File: src/rtl/led_sched_ctl.sv
// LED pattern scheduler: steps through a (mode, dwell) table written over the register write bus.
// Optional register readback is enabled by defining LED_SCHED_READBACK_EN.
module led_sched_ctl #(
    parameter int              DATA_W    = 8,
    parameter int              ADDR_W    = 4,
    parameter int              STEPS     = 4,
    parameter logic [ADDR_W-1:0] BASE_ADDR = ADDR_W'(4'h4)
) (
    input  logic              xclk,
    input  logic              sys_rst,
    input  logic              wr_stb,
    input  logic [ADDR_W-1:0] wr_addr,
    input  logic [DATA_W-1:0] wr_data,
    input  logic              tick,
`ifdef LED_SCHED_READBACK_EN
    input  logic [ADDR_W-1:0] rd_subaddr,
    output logic [DATA_W-1:0] rd_data,
`endif
    output logic [1:0]        mode,
    output logic              busy,
    output logic              done,
    output logic [2:0]        step_idx
);

    localparam int         CNT_W    = DATA_W - 2;
    localparam int         SKIP_W   = 4;
    localparam logic [1:0] MODE_OFF = 2'b10;

    typedef enum logic [1:0] {
        S_IDLE,
        S_LOAD,
        S_DWELL,
        S_DONE
    } state_t;

    state_t              state_q, state_d;
    logic                run_q, run_d;
    logic                loop_q, loop_d;
    logic [DATA_W-1:0]   entry_q [STEPS];
    logic [DATA_W-1:0]   entry_d [STEPS];
    logic [2:0]          idx_q, idx_d;
    logic [CNT_W-1:0]    cnt_q, cnt_d;
    logic [SKIP_W-1:0]   skip_q, skip_d;
    logic [1:0]          mode_q, mode_d;
    logic                busy_q, busy_d;
    logic                done_q, done_d;

    logic                ctrl_wr;
    logic                restart;
    logic                tick_eff;
    logic [DATA_W-1:0]   cur_entry;
    logic [CNT_W-1:0]    cur_dwell;
    logic                idx_last;
    logic                adv_fin;
    logic [2:0]          adv_idx;
    logic [SKIP_W-1:0]   skip_inc;

    // A CTRL write wins over a coincident tick, so the tick is dropped.
    assign ctrl_wr   = wr_stb && (wr_addr == BASE_ADDR);
    assign run_d     = ctrl_wr ? wr_data[0] : run_q;
    assign loop_d    = ctrl_wr ? wr_data[1] : loop_q;
    assign restart   = ctrl_wr && wr_data[2];
    assign tick_eff  = tick && !ctrl_wr;

    assign idx_last  = (idx_q == 3'(STEPS - 1));
    assign adv_fin   = idx_last && !loop_d;
    assign adv_idx   = idx_last ? 3'd0 : idx_q + 3'd1;
    assign skip_inc  = skip_q + SKIP_W'(1);
    assign cur_dwell = cur_entry[DATA_W-1:2];

    always_comb begin
        cur_entry = '0;
        for (int i = 0; i < STEPS; i++) begin
            if (idx_q == 3'(i)) cur_entry = entry_q[i];
        end
    end

    always_comb begin
        for (int i = 0; i < STEPS; i++) begin
            entry_d[i] = entry_q[i];
            if (wr_stb && (wr_addr == BASE_ADDR + ADDR_W'(i + 1))) entry_d[i] = wr_data;
        end
    end

    always_comb begin
        state_d = state_q;
        idx_d   = idx_q;
        cnt_d   = cnt_q;
        skip_d  = skip_q;
        mode_d  = mode_q;
        busy_d  = 1'b0;
        done_d  = done_q;

        // Outputs follow the state occupied this cycle, so they lag the state by one clock.
        case (state_q)
            S_IDLE:  mode_d = MODE_OFF;
            S_LOAD: begin
                busy_d = 1'b1;
                if (cur_dwell != '0) mode_d = cur_entry[1:0];
            end
            S_DWELL: busy_d = 1'b1;
            S_DONE: begin
                mode_d = MODE_OFF;
                done_d = 1'b1;
            end
            default: ;
        endcase

        if (!run_d) begin
            state_d = S_IDLE;
        end else if (restart) begin
            state_d = S_LOAD;
            idx_d   = 3'd0;
            skip_d  = '0;
            done_d  = 1'b0;
        end else begin
            case (state_q)
                S_IDLE: begin
                    state_d = S_LOAD;
                    idx_d   = 3'd0;
                    skip_d  = '0;
                    done_d  = 1'b0;
                end
                S_LOAD: begin
                    if (cur_dwell != '0) begin
                        cnt_d   = cur_dwell;
                        skip_d  = '0;
                        state_d = S_DWELL;
                    end else begin
                        // Counting consecutive skips stops an all-empty table from spinning.
                        skip_d = skip_inc;
                        if (skip_inc == SKIP_W'(STEPS)) begin
                            state_d = S_DONE;
                        end else if (adv_fin) begin
                            state_d = S_DONE;
                        end else begin
                            idx_d = adv_idx;
                        end
                    end
                end
                S_DWELL: begin
                    if (tick_eff) begin
                        if (cnt_q == CNT_W'(1)) begin
                            if (adv_fin) begin
                                state_d = S_DONE;
                            end else begin
                                state_d = S_LOAD;
                                idx_d   = adv_idx;
                            end
                        end else begin
                            cnt_d = cnt_q - CNT_W'(1);
                        end
                    end
                end
                default: ;
            endcase
        end
    end

    always_ff @(posedge xclk or negedge sys_rst) begin
        if (!sys_rst) begin
            state_q <= S_IDLE;
            run_q   <= 1'b0;
            loop_q  <= 1'b0;
            idx_q   <= 3'd0;
            cnt_q   <= '0;
            skip_q  <= '0;
            mode_q  <= MODE_OFF;
            busy_q  <= 1'b0;
            done_q  <= 1'b0;
            for (int i = 0; i < STEPS; i++) entry_q[i] <= '0;
        end else begin
            state_q <= state_d;
            run_q   <= run_d;
            loop_q  <= loop_d;
            idx_q   <= idx_d;
            cnt_q   <= cnt_d;
            skip_q  <= skip_d;
            mode_q  <= mode_d;
            busy_q  <= busy_d;
            done_q  <= done_d;
            for (int i = 0; i < STEPS; i++) entry_q[i] <= entry_d[i];
        end
    end

    assign mode     = mode_q;
    assign busy     = busy_q;
    assign done     = done_q;
    assign step_idx = idx_q;

`ifdef LED_SCHED_READBACK_EN
    logic [DATA_W-1:0] rd_data_q, rd_data_d;

    always_comb begin
        rd_data_d = '0;
        if (rd_subaddr == BASE_ADDR) begin
            rd_data_d = DATA_W'({busy_q, done_q, idx_q, loop_q, run_q});
        end
        for (int i = 0; i < STEPS; i++) begin
            if (rd_subaddr == BASE_ADDR + ADDR_W'(i + 1)) rd_data_d = entry_q[i];
        end
    end

    always_ff @(posedge xclk or negedge sys_rst) begin
        if (!sys_rst) begin
            rd_data_q <= '0;
        end else begin
            rd_data_q <= rd_data_d;
        end
    end

    assign rd_data = rd_data_q;
`endif

endmodule

File: config.mk
export PLATFORM = sky130hd
export DESIGN_NAME = led_sched_ctl
export DESIGN_NICKNAME = d
export VERILOG_FILES = /design/src/rtl/led_sched_ctl.sv
export SDC_FILE = /design/constraint.sdc
export NUM_CORES = 1
export LEC_CHECK = 0
export BUFFER_PORTS_ARGS = -buffer_cell sky130_fd_sc_hd__buf_2
export CAP_MARGIN = 5
export CORE_UTILIZATION = 65
export CTS_CLUSTER_SIZE = 30
export DETAILED_ROUTE_END_ITERATION = 8
export GPL_ROUTABILITY_DRIVEN = 0
export MAX_ROUTING_LAYER = met4
export PLACE_DENSITY = 0.87
export SLEW_MARGIN = 20
export SYNTH_ARGS = -nofsm -noshare
export SYNTH_HDL_FRONTEND = slang
export SYNTH_SLANG_ARGS = --single-unit
File: constraint.sdc
create_clock -name xclk -period 4.6 [get_ports xclk]
set_input_delay 0.46 -clock xclk [delete_from_list [all_inputs] [get_ports xclk]]
set_output_delay 0.46 -clock xclk [all_outputs]
set_load 0.01 [all_outputs]
==> results of run 1 <==
## state kept, by name, indices dropped and copies added, names as in the netlist
signal    flops
mode          2
run_q         1
done          1
state_q       2
busy          1
loop_q        1
step_idx      3
skip_q        4
entry_q      32
cnt_q         6
## worst max-delay path, stage by stage (launching register included)
cell,delay [ps]
dfrtp_1,440
inv_1,100
ha_1,450
nand3b_1,180
a221oi_1,100
a2111o_1,450
nor4_4,690
buf_4,290
a31oi_1,130
mux2_2,320
## routing by layer
layer  share of wire  vias up  global-route usage
li1                -     1156                   -
met1            0.45     1203               0.391
met2            0.48       83               0.475
met3           0.048       16              0.0541
met4           0.020        0               0.120
met5               0        -                   -
## how the worst max path moves through the flow
| stage | end | slack (ps) | depth (start not counted) |
|---|---|---|---|
| final | state_q[1] | 1340 | 9 |
| after global routing | state_q[1] | 1180 | 9 |
| after CTS | state_q[1] | 1400 | 9 |
| after detailed placement | state_q[1] | 1400 | 9 |
| after global placement | state_q[1] | 1540 | 9 |
| after floorplan | cnt_q[1] | 1970 | 9 |
## kinds of logic (layout without fill, tap and decap cells)
kind of cell | after synthesis | in the layout
muxes | 35 | 35
DFF | 53 | 53
buffers and inverters | 32 | 53
AOI/OAI and AO/OA | 77 | 77
adders and majority gates | 12 | 12
and+or+nand+nor | 88 | 88
## area by class of cell
class / instances / area share
repair buffers: 25 / 0.0396
well taps: 52 / 0.0194
flip-flops and latches: 53 / 0.396
clock buffers: 5 / 0.0206
multi-input cells: 212 / 0.481
clock inverters: 3 / 0.0206
inverters: 20 / 0.0224
## stage by stage
stage	setup WS, ps	hold WS [ps]	std cells
floorplan	1970	164	297
global placement	1540	482	362
detailed placement	1400	482	362
CTS	1400	275	370
global route	1180	313	370
finish	1340	242	370
## where the power goes
part	switching, uW	internal [uW]	total [uW]
clock network	159	219	378
registers	90.2	581	671
logic	466	329	795
## cell usage in the layout (no fill, tap or decap), drive strengths merged, types with 4 or more instances in the layout
master / n
nand2b: 5
o21ai: 7
a21oi: 14
o22ai: 4
nand2: 23
a211oi: 7
ha: 12
nand3b: 7
nor2: 18
and2: 4
a221oi: 6
mux2: 35
dfrtp: 52
clkbuf: 5
inv: 20
buf: 25
nand3: 9
==> metrics.md, run 1 <==
| Metric | Value |
|---|---|
| Status | `complete, no violations` |
| FF+latch area | `~0.0013 mm2` |
| Num rows | `24` |
| Area grow syn2layout | `8.47%` |
| Net count, final | `roughly 350` |
| Maximum capacitance violations | `0` |
| Post-CTS setup buffer count | `0` |
| PnR Total Power | `1840 uW` |
| Main combinational cell family by area after synthesis | `compound AO/OA/AOI/OAI gates` |
| DP Wirelength | `between 4000 and 5000 um` |
| Worst Setup Start Kind | `flop` |
| Starting DRT DRC Count | `roughly 200` |
| Num CTS Buffers | `5` |
| Remaining global-route overflow | `0` |
| Cell count of the worst reg-to-reg path | `9` |
| Largest net degree at the start of global routing | `54` |
| Instance count of the mapped netlist | `just under 300` |
| Drt first pass iters | `7` |
| Synth Area in Compound Gates | `0.189` |
| Max Slew Vio Count | `0` |
| Synth cell types | `61` |
| DR vias | `2458` |
| Synth area leader | `dfrtp_1` |
| Overall die height | `70.9 um` |
| Clk_lat worst skew | `approximately 310 ps` |
| Diodes inserted | `0` |
| Mapped Nets | `around 330` |
| Critical R2R Capture | `state_q[1]` |
| Final wirelength | `slightly below 7000 um` |
| Async set or reset register ratio after synthesis | `1.00` |
| Post-synth top area share | `0.422` |
| Leakage Power | `between 0.001 and 0.0015 uW` |
| XOR/XNOR Fraction of Synth Area | `0` |
| Post-DP Area | `approximately 0.0032 mm2` |
| Crit share post-route | `0.708` |
| Vias in the first global route | `around 2300` |
| Mux share of post-synthesis cell area | `0.128` |
| RSZ-0062 raised after global routing | `false` |
| Routed length per instance | `18.4 um` |
| Post-synthesis adder-cell area fraction | `0.0486` |
| Initial Util | `0.695` |
| H-Tree Depth | `2` |
| Peak supply drop | `299 uV` |
| Top post-synthesis cells by count | `dfrtp_1 (52), mux2_2 (35), nand2_1 (23), inv_1 (19), nor2_1 (18)` |
| Fin. Hold Viols | `0` |
| Worst-case clock buffer depth | `2` |
| Critical path data required time | `around 4800 ps` |
| Design area | `~0.0033 mm2` |
| Die extent in x | `around 71 um` |
| Worst Hold Class | `input port to asynchronous set/reset pin` |
| Layout cells sized above 1 | `0.236` |
| PwrDens | `551 mW/mm2` |
| Critical path type | `flop to flop` |
| Core region area | `around 0.0044 mm2` |
| Fill cells | `between 300 and 400` |
| Clock root buffer master | `clkbuf_8` |
| Residual DRC | `0` |
| Number of synthesized flops with an enable pin | `0` |
| CP Launch Point | `step_idx[1]` |
| Most used DFF post-synth | `dfrtp_1` |
| Fmax | `roughly 300 MHz` |
| Top-count cell post-synth | `dfrtp_1` |
| Mapped Avg Cell Area | `slightly above 10 um2` |
| Worst-path clk slew | `about 100 ps` |
| First-pass GRT wire length | `between 10000 and 15000 um` |
| Nature of the critical path endpoint | `flop` |
| Area of the multi-input gates | `about 0.0016 mm2` |
| IO Count | `23` |
| # setup viols final | `0` |
| Post-synthesis cell area | `between 0.003 and 0.004 mm2` |
| Via density per instance | `6.64` |
| CP arrival | `3470 ps` |
| Crit path time final | `3260 ps` |
| Initial antenna violation count | `0` |
| Worst-margin pin slew | `about 800 ps` |
| CTS resizes | `0` |
| CTS tree | `built` |
| Reg-to-Reg Start | `step_idx[1]` |
| Final Util | `0.753` |
| Reg2reg setup slack | `~1300 ps` |
| GRT Total Usage | `0.302` |
| Clk_skew | `8.11 ps` |
| Synth Area in Simple Gates | `0.156` |
| Area contributors post-synth | `dfrtp_1 (42%), mux2_2 (13%), ha_1 (4.9%), nand2_1 (2.8%), inv_1 (2.3%)` |
| Hold_buf cts | `0` |
| Routed Antenna Nets | `0` |
| Die area | `around 0.0050 mm2` |
| Setup TNS | `0 ps` |
| YS warnings | `0` |
| Port Buffers | `22` |
| Max_slew headroom | `0.465` |
| Worst-path fanout max | `16` |
| Sequential fraction of the synthesis area | `0.430` |
| Clock Sinks | `53` |
| Flop and latch count out of synthesis | `53` |
No activity file was read; power rests on OpenSTA's default activity.
==> inputs of run 2 (changes only) <==
--- a/config.mk
+++ b/config.mk
@@ -7,12 +7,12 @@
 export LEC_CHECK = 0
 export BUFFER_PORTS_ARGS = -buffer_cell sky130_fd_sc_hd__buf_2
 export CAP_MARGIN = 5
-export CORE_UTILIZATION = 65
+export CORE_UTILIZATION = 60
 export CTS_CLUSTER_SIZE = 30
 export DETAILED_ROUTE_END_ITERATION = 8
 export GPL_ROUTABILITY_DRIVEN = 0
 export MAX_ROUTING_LAYER = met4
-export PLACE_DENSITY = 0.87
+export PLACE_DENSITY = 0.82
 export SLEW_MARGIN = 20
 export SYNTH_ARGS = -nofsm -noshare
 export SYNTH_HDL_FRONTEND = slang
==> constraint.sdc (replaced) <==
create_clock -name xclk -period 3.05 [get_ports xclk]
set_input_delay 0.305 -clock xclk [delete_from_list [all_inputs] [get_ports xclk]]
set_output_delay 0.305 -clock xclk [all_outputs]
set_load 0.01 [all_outputs]
==> run 2 against run 1 <==
  * Final area is 1.0% higher
  * Global-route usage is 0.25 points lower
  * Sequential share of layout area is 0.41 points lower
  * Critical path depth is 1 higher
  * Utilization is 5.6 points lower
  * Largest power group unchanged
  * Power is 48% higher
  * Flip-flop and latch count stayed put
  * Critical endpoint unchanged
  * Largest cell class unchanged
  * Cell count is 5.4% higher
  * Clock skew is 4.0 ps lower
==> metrics.md, run 2 (synthesized netlist as in run 1, its figures left out) <==
| Metric | Value |
|---|---|
| Worst Hold Class | `input port to flop (was input port to asynchronous set/reset pin)` |
| CTS tree | `built (unchanged)` |
| IO Count | `23 (unchanged)` |
| Max Slew Vio Count | `0 (unchanged)` |
| CP max-delay cell | `dfrtp_1 (was nor4_4)` |
| # setup viols final | `0 (unchanged)` |
| Most frequent cells in the layout | `dfrtp_1 (52), mux2_2 (35), nand2_1 (23) (unchanged)` |
| Final Util | `0.698 (was 0.753)` |
| Setup ws final | `267 ps (was 1340 ps)` |
| Final wirelength | `7050 um (was 6810 um)` |
| Diodes inserted | `0 (unchanged)` |
| Routed length per instance | `18.1 um (was 18.4 um)` |
| Largest registers | `entry_q: 32 flops, cnt_q: 6 flops, skip_q: 4 flops (unchanged)` |
| Nature of the critical path endpoint | `flop (unchanged)` |
| Slowest stage delay, CP | `450 ps (was 690 ps)` |
| Worst-case clock buffer depth | `2 (unchanged)` |
| Initial antenna violation count | `0 (unchanged)` |
| Worst Setup Start Kind | `flop (unchanged)` |
| DR vias | `2472 (was 2458)` |
| Setup WS pre-CTS | `262 ps (was 1400 ps)` |
| Crit path time final | `2780 ps (was 3260 ps)` |
| Commonest non-fill, non-tap cell in the layout | `dfrtp_1 (unchanged)` |
| Initial Util | `0.637 (was 0.695)` |
| Die extent in x | `73.7 um (was 70.9 um)` |
| Vias in the first global route | `2498 (was 2335)` |
| Starting DRT DRC Count | `183 (was 196)` |
| Fmax | `359 MHz (was 307 MHz)` |
| Worst-path clk slew | `90 ps (was 100 ps)` |
| GRT Total Usage | `0.299 (was 0.302)` |
| Critical path data required time | `3250 ps (was 4810 ps)` |
| Core region area | `0.00485 mm2 (was 0.00444 mm2)` |
| Maximum capacitance violations | `0 (unchanged)` |
| Remaining global-route overflow | `0 (unchanged)` |
| Post-CTS setup buffer count | `0 (unchanged)` |
| Clock root buffer master | `clkbuf_8 (unchanged)` |
| DP Wirelength | `5040 um (was 4850 um)` |
| Overall die height | `73.7 um (was 70.9 um)` |
| Fin Hold WS | `273 ps (was 242 ps)` |
| Port Buffers | `22 (unchanged)` |
| Num rows | `25 (was 24)` |
| Drt first pass iters | `4 (was 7)` |
| CP Cell Sequence | `inv_1 > ha_1 > buf_4 > nand3b_1 > a221oi_1 > a2111o_1 > nor4_4 > buf_4 > a31oi_1 > mux2_2 (was inv_1 > ha_1 > nand3b_1 > a221oi_1 > a2111o_1 > nor4_4 > buf_4 > a31oi_1 > mux2_2)` |
| Most Frequent Cell on Critical Path | `buf_4` |
| Worst-margin pin slew | `795 ps (was 800 ps)` |
| Residual DRC | `0 (unchanged)` |
| CP arrival | `2980 ps (was 3470 ps)` |
| Largest net degree at the start of global routing | `37 (was 54)` |
| Status | `complete, no violations (unchanged)` |
| Area grow syn2layout | `9.61% (was 8.47%)` |
| Crit share post-route | `0.913 (was 0.708)` |
| RSZ-0062 raised after global routing | `false (unchanged)` |
| Num CTS Buffers | `5 (unchanged)` |
| Layout cells sized above 1 | `0.248 (was 0.236)` |
| Critical path type | `flop to flop (unchanged)` |
| First-pass GRT wire length | `11900 um (was 11300 um)` |
| Peak supply drop | `495 uV (was 299 uV)` |
| PwrDens | `805 mW/mm2 (was 551 mW/mm2)` |
| H-Tree Depth | `2 (unchanged)` |
| Routed Antenna Nets | `0 (unchanged)` |
| Net count, final | `351 (was 345)` |
| Clk_lat worst skew | `300 ps (was 310 ps)` |
| Clock Sinks | `53 (unchanged)` |
| Fin. Hold Viols | `0 (unchanged)` |
| Fill cells | `384 (was 314)` |
| Leakage Power | `0.00147 uW (was 0.00145 uW)` |
| Flip-flop count of the largest register after layout | `32 (unchanged)` |
| Setup TNS | `0 ps (unchanged)` |
| Die area | `0.00544 mm2 (was 0.00503 mm2)` |
| Clk_skew | `4.08 ps (was 8.11 ps)` |
| Max_slew headroom | `0.468 (was 0.465)` |
| Via density per instance | `6.34 (was 6.64)` |
| Worst-path fanout max | `14 (was 16)` |
| Most flop-heavy register | `entry_q (unchanged)` |
## run 2: path summary, 6_finish.rpt
check / startpoint / to / slack [ps] / cells past startpoint
setup / recovery: step_idx[1] / state_q[1] / 270 / 10
hold / removal: wr_data[5] / entry_q[21] / 270 / 2
setup reg to reg: step_idx[1] / state_q[1] / 270 / 10
hold reg to reg: done / done / 510 / 1
max in group asynchronous: sys_rst / entry_q[31] / 1800 / 3
min in group asynchronous: sys_rst / skip_q[3] / 450 / 2
## run 2: layout make-up
type / count / area (um2) / area share
multi-input combinational: 212 / 1610 / 0.477
sequential: 53 / 1330 / 0.392
clock buffer: 5 / 68.8 / 0.0203
inverter: 20 / 75.1 / 0.0222
timing repair buffer: 31 / 180 / 0.0533
tap: 67 / 83.8 / 0.0248
clock inverter: 2 / 35.0 / 0.0104
## run 2: critical path, delay by kind of cell (launching register included)
family	cells	cell delay [ps]
AOI/OAI and AO/OA	3	880
buffers and inverters	3	490
DFF	1	450
muxes	1	370
adders and majority gates	1	270
and+or+nand+nor	2	230
## run 2: metal layers
metal,GRT usage,vias up,part of all wire
li1,-,1161,-
met1,0.373,1235,0.44
met2,0.491,63,0.51
met3,0.0521,13,0.039
met4,0.107,0,0.017
met5,-,-,0
## run 2: per-stage QoR
| stage | instances | power (uW) | area (um2) |
|---|---|---|---|
| finish | 390 | 2720 | 3380 |
| global route | 390 | 2890 | 3380 |
| CTS | 390 | 2710 | 3380 |
| detailed placement | 382 | 2230 | 3270 |
| global placement | 382 | 2180 | 3270 |
| floorplan | 297 | 1930 | 3090 |
## run 2: what timing repair did
item,4_1_cts,5_1_grt
gates resized for setup,0,1
setup endpoints to repair,0,2
endpoints found under the hold margin,16,0
hold buffers,1,0
## run 2: where the power goes
part / total [uW] / internal, uW / switching [uW] / leakage [uW]
Clock: 458 / 239 / 220 / 0.0000540
Sequential: 1010 / 876 / 137 / 0.000669
Combinational: 1250 / 526 / 725 / 0.000742
